--- src/rtl/spi_flash_prefetch.sv ---
// -----------------------------------------------------------------------------
// spi_flash_prefetch
//
// Prefetch stage in front of a quad-SPI shift engine. A multi-word flash read
// is split into bursts of at most MAX_BURST words. A burst is only started
// once the output FIFO has room for all of it, because the shift engine cannot
// be stalled once running. Returned words are buffered in the FIFO and handed
// to the consumer over a valid/ready stream, with the final word of each
// request tagged.
//
// Ports:
//   clock, reset        : single clock; synchronous reset, active-low (0 = reset)
//   reqValid/reqReady   : request handshake (ready only while idle)
//   reqAddress[23:0]    : flash byte address, forced to word alignment
//   reqWords[15:0]      : words to read, 0 is a no-op
//   abort               : cancel the current request
//   shiftStart          : one-cycle burst start pulse
//   shiftAddress[23:0]  : burst start address
//   shiftNrOfWords[7:0] : burst length minus one
//   shiftBusy           : shift engine is active
//   shiftDataValid/Data : one returned word from the shift engine
//   outValid/outReady   : output stream handshake
//   outData[31:0]       : FIFO head word
//   outLast             : FIFO head is the last word of its request
//   dropError           : sticky, an unexpected word arrived
// -----------------------------------------------------------------------------
module spi_flash_prefetch #(
    parameter int FIFO_LOG2 = 4,
    parameter int MAX_BURST = 8
) (
    input  logic        clock,
    input  logic        reset,
    input  logic        reqValid,
    output logic        reqReady,
    input  logic [23:0] reqAddress,
    input  logic [15:0] reqWords,
    input  logic        abort,
    output logic        shiftStart,
    output logic [23:0] shiftAddress,
    output logic [7:0]  shiftNrOfWords,
    input  logic        shiftBusy,
    input  logic        shiftDataValid,
    input  logic [31:0] shiftData,
    output logic        outValid,
    input  logic        outReady,
    output logic [31:0] outData,
    output logic        outLast,
    output logic        dropError
);

    localparam int DEPTH = 1 << FIFO_LOG2;

    typedef enum logic [2:0] {
        S_IDLE,
        S_PLAN,
        S_ISSUE,
        S_COLLECT,
        S_DRAIN,
        S_FLUSH
    } state_t;

    state_t                 r_state;
    state_t                 w_state_nxt;

    logic [23:0]            r_addr;
    logic [15:0]            r_remaining;
    logic [7:0]             r_in_flight;
    logic [32:0]            r_mem [DEPTH];
    logic [FIFO_LOG2-1:0]   r_wr_ptr;
    logic [FIFO_LOG2-1:0]   r_rd_ptr;
    logic [FIFO_LOG2:0]     r_count;
    logic                   r_drop_error;

    logic [15:0]            w_burst;
    logic [15:0]            w_free;
    logic                   w_accept;
    logic                   w_abort;
    logic                   w_word_ok;
    logic                   w_drop;
    logic                   w_push;
    logic                   w_pop;
    logic                   w_last;
    logic [7:0]             w_in_flight_nxt;

    // Burst size and free FIFO space are evaluated in 16 bits so that the
    // comparison against the full remaining count needs no truncation.
    assign w_burst = (r_remaining < 16'(MAX_BURST)) ? r_remaining : 16'(MAX_BURST);
    assign w_free  = 16'(DEPTH) - 16'(r_count);

    assign w_accept  = reqValid && (r_state == S_IDLE);
    assign w_abort   = abort && (r_state != S_IDLE);

    // A returned word is only legitimate while a burst is outstanding.
    assign w_word_ok = shiftDataValid && (r_in_flight != 8'd0) &&
                       ((r_state == S_COLLECT) || (r_state == S_FLUSH));
    assign w_drop    = shiftDataValid && !w_word_ok;

    // Words that coincide with an abort are discarded but still counted.
    assign w_push    = w_word_ok && (r_state == S_COLLECT) && !w_abort;
    assign w_pop     = outValid && outReady && !w_abort;
    assign w_last    = (r_in_flight == 8'd1) && (r_remaining == 16'd0);

    always_comb begin
        w_in_flight_nxt = r_in_flight;
        if (r_state == S_ISSUE) begin
            w_in_flight_nxt = w_burst[7:0];
        end else if (w_word_ok) begin
            w_in_flight_nxt = r_in_flight - 8'd1;
        end
    end

    // -------------------------------------------------------------------------
    // State machine
    // -------------------------------------------------------------------------
    always_ff @(posedge clock) begin
        if (!reset) begin
            r_state <= S_IDLE;
        end else begin
            r_state <= w_state_nxt;
        end
    end

    // NOTE: every output of this block is assigned a default first, so no path
    // through the case statement can leave a value held and infer a latch.
    always_comb begin
        w_state_nxt = r_state;
        case (r_state)
            S_IDLE: begin
                if (w_accept && (reqWords != 16'd0)) begin
                    w_state_nxt = S_PLAN;
                end
            end
            S_PLAN: begin
                if (!shiftBusy && (w_free >= w_burst)) begin
                    w_state_nxt = S_ISSUE;
                end
            end
            S_ISSUE: begin
                w_state_nxt = S_COLLECT;
            end
            S_COLLECT: begin
                if (w_word_ok && (r_in_flight == 8'd1)) begin
                    w_state_nxt = (r_remaining != 16'd0) ? S_PLAN : S_DRAIN;
                end
            end
            S_DRAIN: begin
                if (r_count == '0) begin
                    w_state_nxt = S_IDLE;
                end
            end
            S_FLUSH: begin
                if (w_in_flight_nxt == 8'd0) begin
                    w_state_nxt = S_IDLE;
                end
            end
            default: begin
                w_state_nxt = S_IDLE;
            end
        endcase

        // An abort issued during ISSUE still has a full burst coming back,
        // which w_in_flight_nxt already reflects.
        if (w_abort) begin
            w_state_nxt = (w_in_flight_nxt != 8'd0) ? S_FLUSH : S_IDLE;
        end
    end

    // -------------------------------------------------------------------------
    // Request bookkeeping and FIFO control
    // -------------------------------------------------------------------------
    // NOTE: sequential state is written with non-blocking assignments so every
    // register samples its inputs from before the clock edge.
    always_ff @(posedge clock) begin
        if (!reset) begin
            r_addr       <= '0;
            r_remaining  <= '0;
            r_in_flight  <= '0;
            r_wr_ptr     <= '0;
            r_rd_ptr     <= '0;
            r_count      <= '0;
            r_drop_error <= 1'b0;
        end else begin
            r_in_flight <= w_in_flight_nxt;

            if (w_drop) begin
                r_drop_error <= 1'b1;
            end

            if (w_accept) begin
                r_addr      <= {reqAddress[23:2], 2'b00};
                r_remaining <= reqWords;
            end else if (r_state == S_ISSUE) begin
                // 24-bit addition wraps at the top of the flash address space.
                r_addr      <= r_addr + (24'(w_burst) << 2);
                r_remaining <= r_remaining - w_burst;
            end

            if (w_abort) begin
                r_remaining <= '0;
                r_wr_ptr    <= '0;
                r_rd_ptr    <= '0;
                r_count     <= '0;
            end else begin
                if (w_push) begin
                    r_wr_ptr <= r_wr_ptr + 1'b1;
                end
                if (w_pop) begin
                    r_rd_ptr <= r_rd_ptr + 1'b1;
                end
                case ({w_push, w_pop})
                    2'b10:   r_count <= r_count + 1'b1;
                    2'b01:   r_count <= r_count - 1'b1;
                    default: r_count <= r_count;
                endcase
            end
        end
    end

    // NOTE: the FIFO storage has no reset; stale contents are never visible
    // because outValid and outLast are qualified by the (reset) count.
    always_ff @(posedge clock) begin
        if (w_push) begin
            r_mem[r_wr_ptr] <= {w_last, shiftData};
        end
    end

    // -------------------------------------------------------------------------
    // Outputs
    // -------------------------------------------------------------------------
    assign reqReady       = (r_state == S_IDLE);
    assign shiftStart     = (r_state == S_ISSUE);
    assign shiftAddress   = (r_state == S_ISSUE) ? r_addr : 24'd0;
    assign shiftNrOfWords = (r_state == S_ISSUE) ? 8'(w_burst - 16'd1) : 8'd0;

    assign outValid       = (r_count != '0);
    assign outData        = r_mem[r_rd_ptr][31:0];
    assign outLast        = outValid && r_mem[r_rd_ptr][32];
    assign dropError      = r_drop_error;

endmodule

--- config.mk ---
export PLATFORM = sky130hd
export DESIGN_NAME = spi_flash_prefetch
export DESIGN_NICKNAME = d
export VERILOG_FILES = /design/src/rtl/spi_flash_prefetch.sv
export SDC_FILE = /design/constraint.sdc
export NUM_CORES = 1
export LEC_CHECK = 0
export CAP_MARGIN = 0
export CELL_PAD_IN_SITES_DETAIL_PLACEMENT = 1
export CELL_PAD_IN_SITES_GLOBAL_PLACEMENT = 2
export CORE_MARGIN = 1
export CORE_UTILIZATION = 47
export CTS_BUF_LIST = sky130_fd_sc_hd__clkbuf_4
export CTS_CLUSTER_SIZE = 20
export DETAILED_ROUTE_END_ITERATION = 12
export GPL_TIMING_DRIVEN = 1
export PLACE_DENSITY = 0.85
export SLEW_MARGIN = 10
export SYNTH_ARGS = -nofsm -noshare
export SYNTH_HDL_FRONTEND = slang
export SYNTH_SLANG_ARGS = --single-unit
export TNS_END_PERCENT = 10
--- constraint.sdc ---
create_clock -name clock -period 6.75 [get_ports clock]
set_clock_uncertainty 0.15 [all_clocks]
set_input_delay 1.35 -clock clock [delete_from_list [all_inputs] [get_ports clock]]
set_output_delay 1.35 -clock clock [all_outputs]
set_load 0.02 [all_outputs]
-- Word-level counts from Yosys, hierarchy flattened
Memory sizes are Yosys's and may differ from the RTL's. A register that Yosys moved wholly into a read port is not among the register bits.
Cells that the tools add are included.
- bits in registers: 65
- RAM bits: 528
- bits of input ports: 79
- output and inout port bits: 69
- logic and storage cells: 91
- memories: 1
- add/sub/neg operators: 9
- $lt $le $gt $ge: 2
- equality and inequality tests: 13
- multiplexer cells: 23
- bitwise logic cells: 1
- reduce and logical (&&, ||, !) cells: 33
- memory list (name ; depth ; bits a word ; rd ports ; clocked after memory_dff ; wr ports ; line ; RTL):
    r_mem ; 16 ; 33 ; 1 ; 1 ; 1 ; 68 ; logic [32:0] r_mem [DEPTH];
- operator list (kind ; count):
    $mux 24 ; 3
    $mux 16 ; 3
    $reduce_bool 16->1 ; 2
    $add 24x18->24 ; 1
    $mux 3 ; 8
    $mux 8 ; 3
    $pmux 3 s6 ; 1
    $ge 16x16->1 ; 1
    $logic_not 16->1 ; 1
    $lt 16x4->1 const B ; 1
    $reduce_bool 8->1 ; 2
    $sub 16x16->16 ; 1
    $sub 8x1->8 const B ; 2
    $logic_and 1x1->1 ; 14
    $pmux 5 s2 ; 1
    $add 4x1->4 const B ; 2
    $eq 8x1->1 const B ; 1
    $logic_not 8->1 ; 1
    $mux 4 ; 2
    $eq 3x2->1 const B ; 2
    $eq 3x3->1 const B ; 2
    $ne 3x2->1 const B ; 2
    $ne 3x3->1 const B ; 2
    $sub 5x5->6 const A ; 1
    17 further kinds ; 22

-- Logic depth before layout (Yosys ltp)
- depth after elaboration: 9
- mapped depth: 16
- mapped depth without buffers: 14

-- Least setup slack after synthesis
OpenSTA, ideal clock, no wires.
- path type: input -> register
- start point: in abort
- end point: mem r_mem[3][0], enable pin
- setup time: 0.464 ns
- arrival time: 4.515 ns
- required time: 6.136 ns
- slack: 1.621 ns
- stages: 6
- path buffers: 1
- path through: nor2_1 > and3_2 > and3_2 > clkbuf_1 > nand2_1 > nor3_1
- longest elaborated chain between the ends: 5
- ends and longest elaborated chain (what ; line ; RTL):
    start: declaration ; 37 ; input logic abort,
    $logic_and 1x1->1 ; 91 ; assign w_abort = abort && (r_state != S_IDLE);
    $logic_not 1->1 ; 99 ; assign w_push = w_word_ok && (r_state == S_COLLECT) && !w_abort;
    $logic_and 1x1->1 ; 99 ;
    $mux 1 ; 222 ; if (w_push) begin
    $mux 1 (implied by the code) ; 223 ; r_mem[r_wr_ptr] <= {w_last, shiftData};
    end: declaration ; 68 ;
No other way between the ends.

==> qor.yml <==
clocking:
  ctsLongestPathBuffers: 3
  path_clk_slew_ns: 0.07
  cts.hold.buffers_added: 0
  clockRootBuffer: "clkbuf_4"
  cts_tree: "yes"
  clk_latency_ns: 0.93
  cts_setup_buffers: 0
  clock-sinks: 595
  htreeDepth: 4
  cts-buffers-inserted: 154
  ctsResizeCount: 0
placement:
  place_ws_ns: 1.94
  port_buffers: 143
  place_hpwl_mm: 36.2
  place.gp.congestion: 0.786
  dp.cells: 2219
pwr:
  power.leakage_nw: 9.60
  ir_worst_vdd_mv: 0.137
  p_per_area_mw_per_mm2: 296
routing:
  drt_first_pass_iters: 5
  drtIter0Drc: 969
  num_vias: 14200
  vias_per_cell: 5.73
  drtAntennaViolNets: 0
  wirelength_mm: 61.3
  wire_per_inst_um: 24.7
  drc: 0
grt:
  antenna_found_initial: 4
  grt_use_total_pct: 23.2
  overflow: 0
  grt_max_degree: 51
  first_global_vias: 15200
  grt_pass1_wl_mm: 91.2
yosys:
  synth-compound-area-share_pct: 4.50
  synth-xor-area-share_pct: 1.12
  ys_ff_latch: 595
  yosysSeqAreaShare_pct: 68.9
  synth-async-reset-ratio_pct: 0
  syn_area_per_cell_sq_um: 17.8
  synthCells: 1405
  yosys.area_share.simple_pct: 5.87
  yosys_most_used_dff: "edfxtp_1"
  yosys-mux-area-fraction_pct: 15.1
  synth_top_family_by_area: "multiplexers"
  synth.lib_cells_used.distinct: 80
  synth_edf_count: 528
  synthAdderAreaFrac_pct: 2.59
  synth_warnings: 0
  syn_area_sq_mm: 0.0250
timing:
  relSlewSlack_pct: 26.4
  fin_crit_ns: 5.48
  postLayoutSetupSlackWorst_ns: 1.27
  clock.fmax_ghz: 0.182
  tightest_slew_ns: 1.10
  fin_crit_sh_pct: 81.3
  fin_setup_tns_ns: 0
  finalSetupViolations: 0
  rsz0062_at_grt: "false"
  hold_viol_final: 0
  report.final.slew_viol_count: 0
critical_path:
  crit_family: "buffers and inverters"
  crit_required_ns: 5.25
  crit_type: "reg -> out"
  critPathArrivalTime_ns: 3.98
  critPathBufInv: 2
  crit_fanout: 36
  cpPeakStageDelay_ns: 0.85
  crit_chain: "buf_4 > mux4_2 > mux4_2 > clkdlybuf4s50_1"
  crit_top_cell: "mux4_2"
  critPathSlowestCell: "dfxtp_4"
  worst_setup_path_start_kind: "flop"
  end_kind: "output pin"
final_layout:
  fillers: 4945
  areaGrowthSynthToFinish_pct: 17.7
  stdcell_count: 2483
  layout-drive-gt1-share_pct: 26.6
  final_nets: 1814
floorplan:
  fp.dieW_um: 232
  coreArea_sq_mm: 0.0526
  fp-row-count: 84
  die_area_sq_mm: 0.0540
  start_util_pct: 47.5
  io_pins: 148
  dieHeight_um: 232
flow_run:
  drv_cap: 0
outcome:
  status: "finished clean"
min_path:
  hold_path.class: "reg -> reg"
==> path summary, 6_finish.rpt <==
path	cells past startpoint	slack [ns]	end	startpoint
setup reg to reg	11	2.52	r_addr[15]	r_remaining[4]
hold / removal	2	0.33	r_addr[2]	r_addr[2]
hold reg to reg	2	0.33	r_addr[2]	r_addr[2]
setup / recovery	4	1.27	outData[1]	flop
==> cells by family after synthesis <==
kind of cell | after synthesis
mux | 171
simple gates | 289
compound gates | 161
xor+xnor | 32
buf+inv | 104
flops | 595
fa+ha+maj | 51
other cells | 2
==> synthesized netlist by cell type (all sizes together), types with 6 or more instances <==
| master | number | share of area (%) |
|---|---|---|
| edfxtp | 528 | 64 |
| nand3 | 21 | 0.42 |
| o211ai | 11 | 0.33 |
| nor3 | 22 | 0.44 |
| nand4 | 10 | 0.25 |
| nor4 | 10 | 0.34 |
| a22oi | 17 | 0.51 |
| ha | 46 | 2.3 |
| mux4 | 165 | 15 |
| dfxtp | 67 | 5.4 |
| mux2i | 6 | 0.24 |
| clkbuf | 49 | 0.86 |
| o21ai | 16 | 0.32 |
| nand2 | 68 | 1.0 |
| buf | 27 | 0.57 |
| xor2 | 17 | 0.60 |
| and3 | 10 | 0.26 |
| inv | 27 | 0.41 |
| a21o | 11 | 0.33 |
| a21oi | 46 | 0.92 |
| a31oi | 12 | 0.30 |
| nor2 | 79 | 1.2 |
| o22ai | 7 | 0.20 |
| xnor2 | 15 | 0.53 |
| and2 | 30 | 0.76 |
| or3 | 7 | 0.18 |
==> state kept, by name, indices dropped and copies added (netlist names), named ones only <==
signal	count
r_mem	528
r_addr	22
r_remaining	16
r_in_flight	8
r_count	5
r_rd_ptr	4
r_wr_ptr	4
r_state	3
dropError	1
==> metrics by stage <==
| step | utilization [%] | cell area, sq um | hold WS (ns) | power, mW |
|---|---|---|---|---|
| global placement | 52.1 | 27400 | 0.316 | 5.56 |
| CTS | 55.9 | 29400 | 0.334 | 8.79 |
| floorplan | - | 25100 | 0.297 | 5.19 |
| global route | 55.9 | 29400 | 0.352 | 9.11 |
| detailed placement | 52.1 | 27400 | 0.324 | 5.60 |
| finish | 55.9 | 29400 | 0.332 | 8.71 |
==> area by class of cell <==
type,instances,area [sq um],share of cell area (%)
Inverter,28,105,0.358
Sequential cell,595,17200,58.6
Antenna cell,5,12.5,0.0426
Clock buffer,222,1670,5.67
Multi-Input combinational cell,731,7500,25.5
Timing Repair Buffer,177,1710,5.83
Clock inverter,37,305,1.04
Tap cell,688,861,2.93
==> worst reg2reg max path, stage by stage, from the launching register on <==
cell and delay [ns]:
dfxtp_1 0.36, nor4_4 0.50, and4_1 0.53, inv_1 0.26, ha_1 0.41, and2_1 0.29
and3_1 0.20, o21ai_1 0.12, a2111oi_4 0.42, nor3_1 0.12, or4_1 0.51, a41o_1 0.23
==> placed cells by master (no fill, tap or decap), types with 6 or more instances in the layout <==
| cell | instances |
|---|---|
| xor2_1 | 17 |
| nor2_1 | 67 |
| dfxtp_1 | 63 |
| clkinv_1 | 22 |
| nor3_1 | 18 |
| inv_1 | 27 |
| a21o_1 | 11 |
| nor2_4 | 12 |
| nor4_1 | 8 |
| buf_4 | 32 |
| nand2_1 | 68 |
| nand4_1 | 10 |
| and3_1 | 8 |
| clkbuf_4 | 222 |
| or3_1 | 6 |
| a31oi_1 | 12 |
| o21ai_0 | 15 |
| clkdlybuf4s50_1 | 143 |
| a22oi_1 | 17 |
| mux4_2 | 165 |
| o211ai_1 | 11 |
| nand3_1 | 21 |
| mux2i_1 | 6 |
| conb_1 | 27 |
| o22ai_1 | 6 |
| and2_1 | 29 |
| a21oi_1 | 46 |
| ha_1 | 46 |
| edfxtp_1 | 528 |
| xnor2_1 | 15 |
==> layer usage <==
metal | up-vias | share of wire, % | GRT usage [%]
met1 | 7426 | 41 | 29.3
met4 | 2 | 1.5 | 8.76
met3 | 76 | 5.1 | 5.16
met5 | - | 0.021 | 0
met2 | 424 | 52 | 39.3
li1 | 6307 | - | -
==> power by group <==
| group | internal (mW) | total (mW) | switching (mW) |
|---|---|---|---|
| registers | 4.10 | 4.21 | 0.117 |
| clock network | 1.70 | 3.17 | 1.47 |
| logic | 0.500 | 1.32 | 0.822 |
No activity file was read; power rests on OpenSTA's default activity.
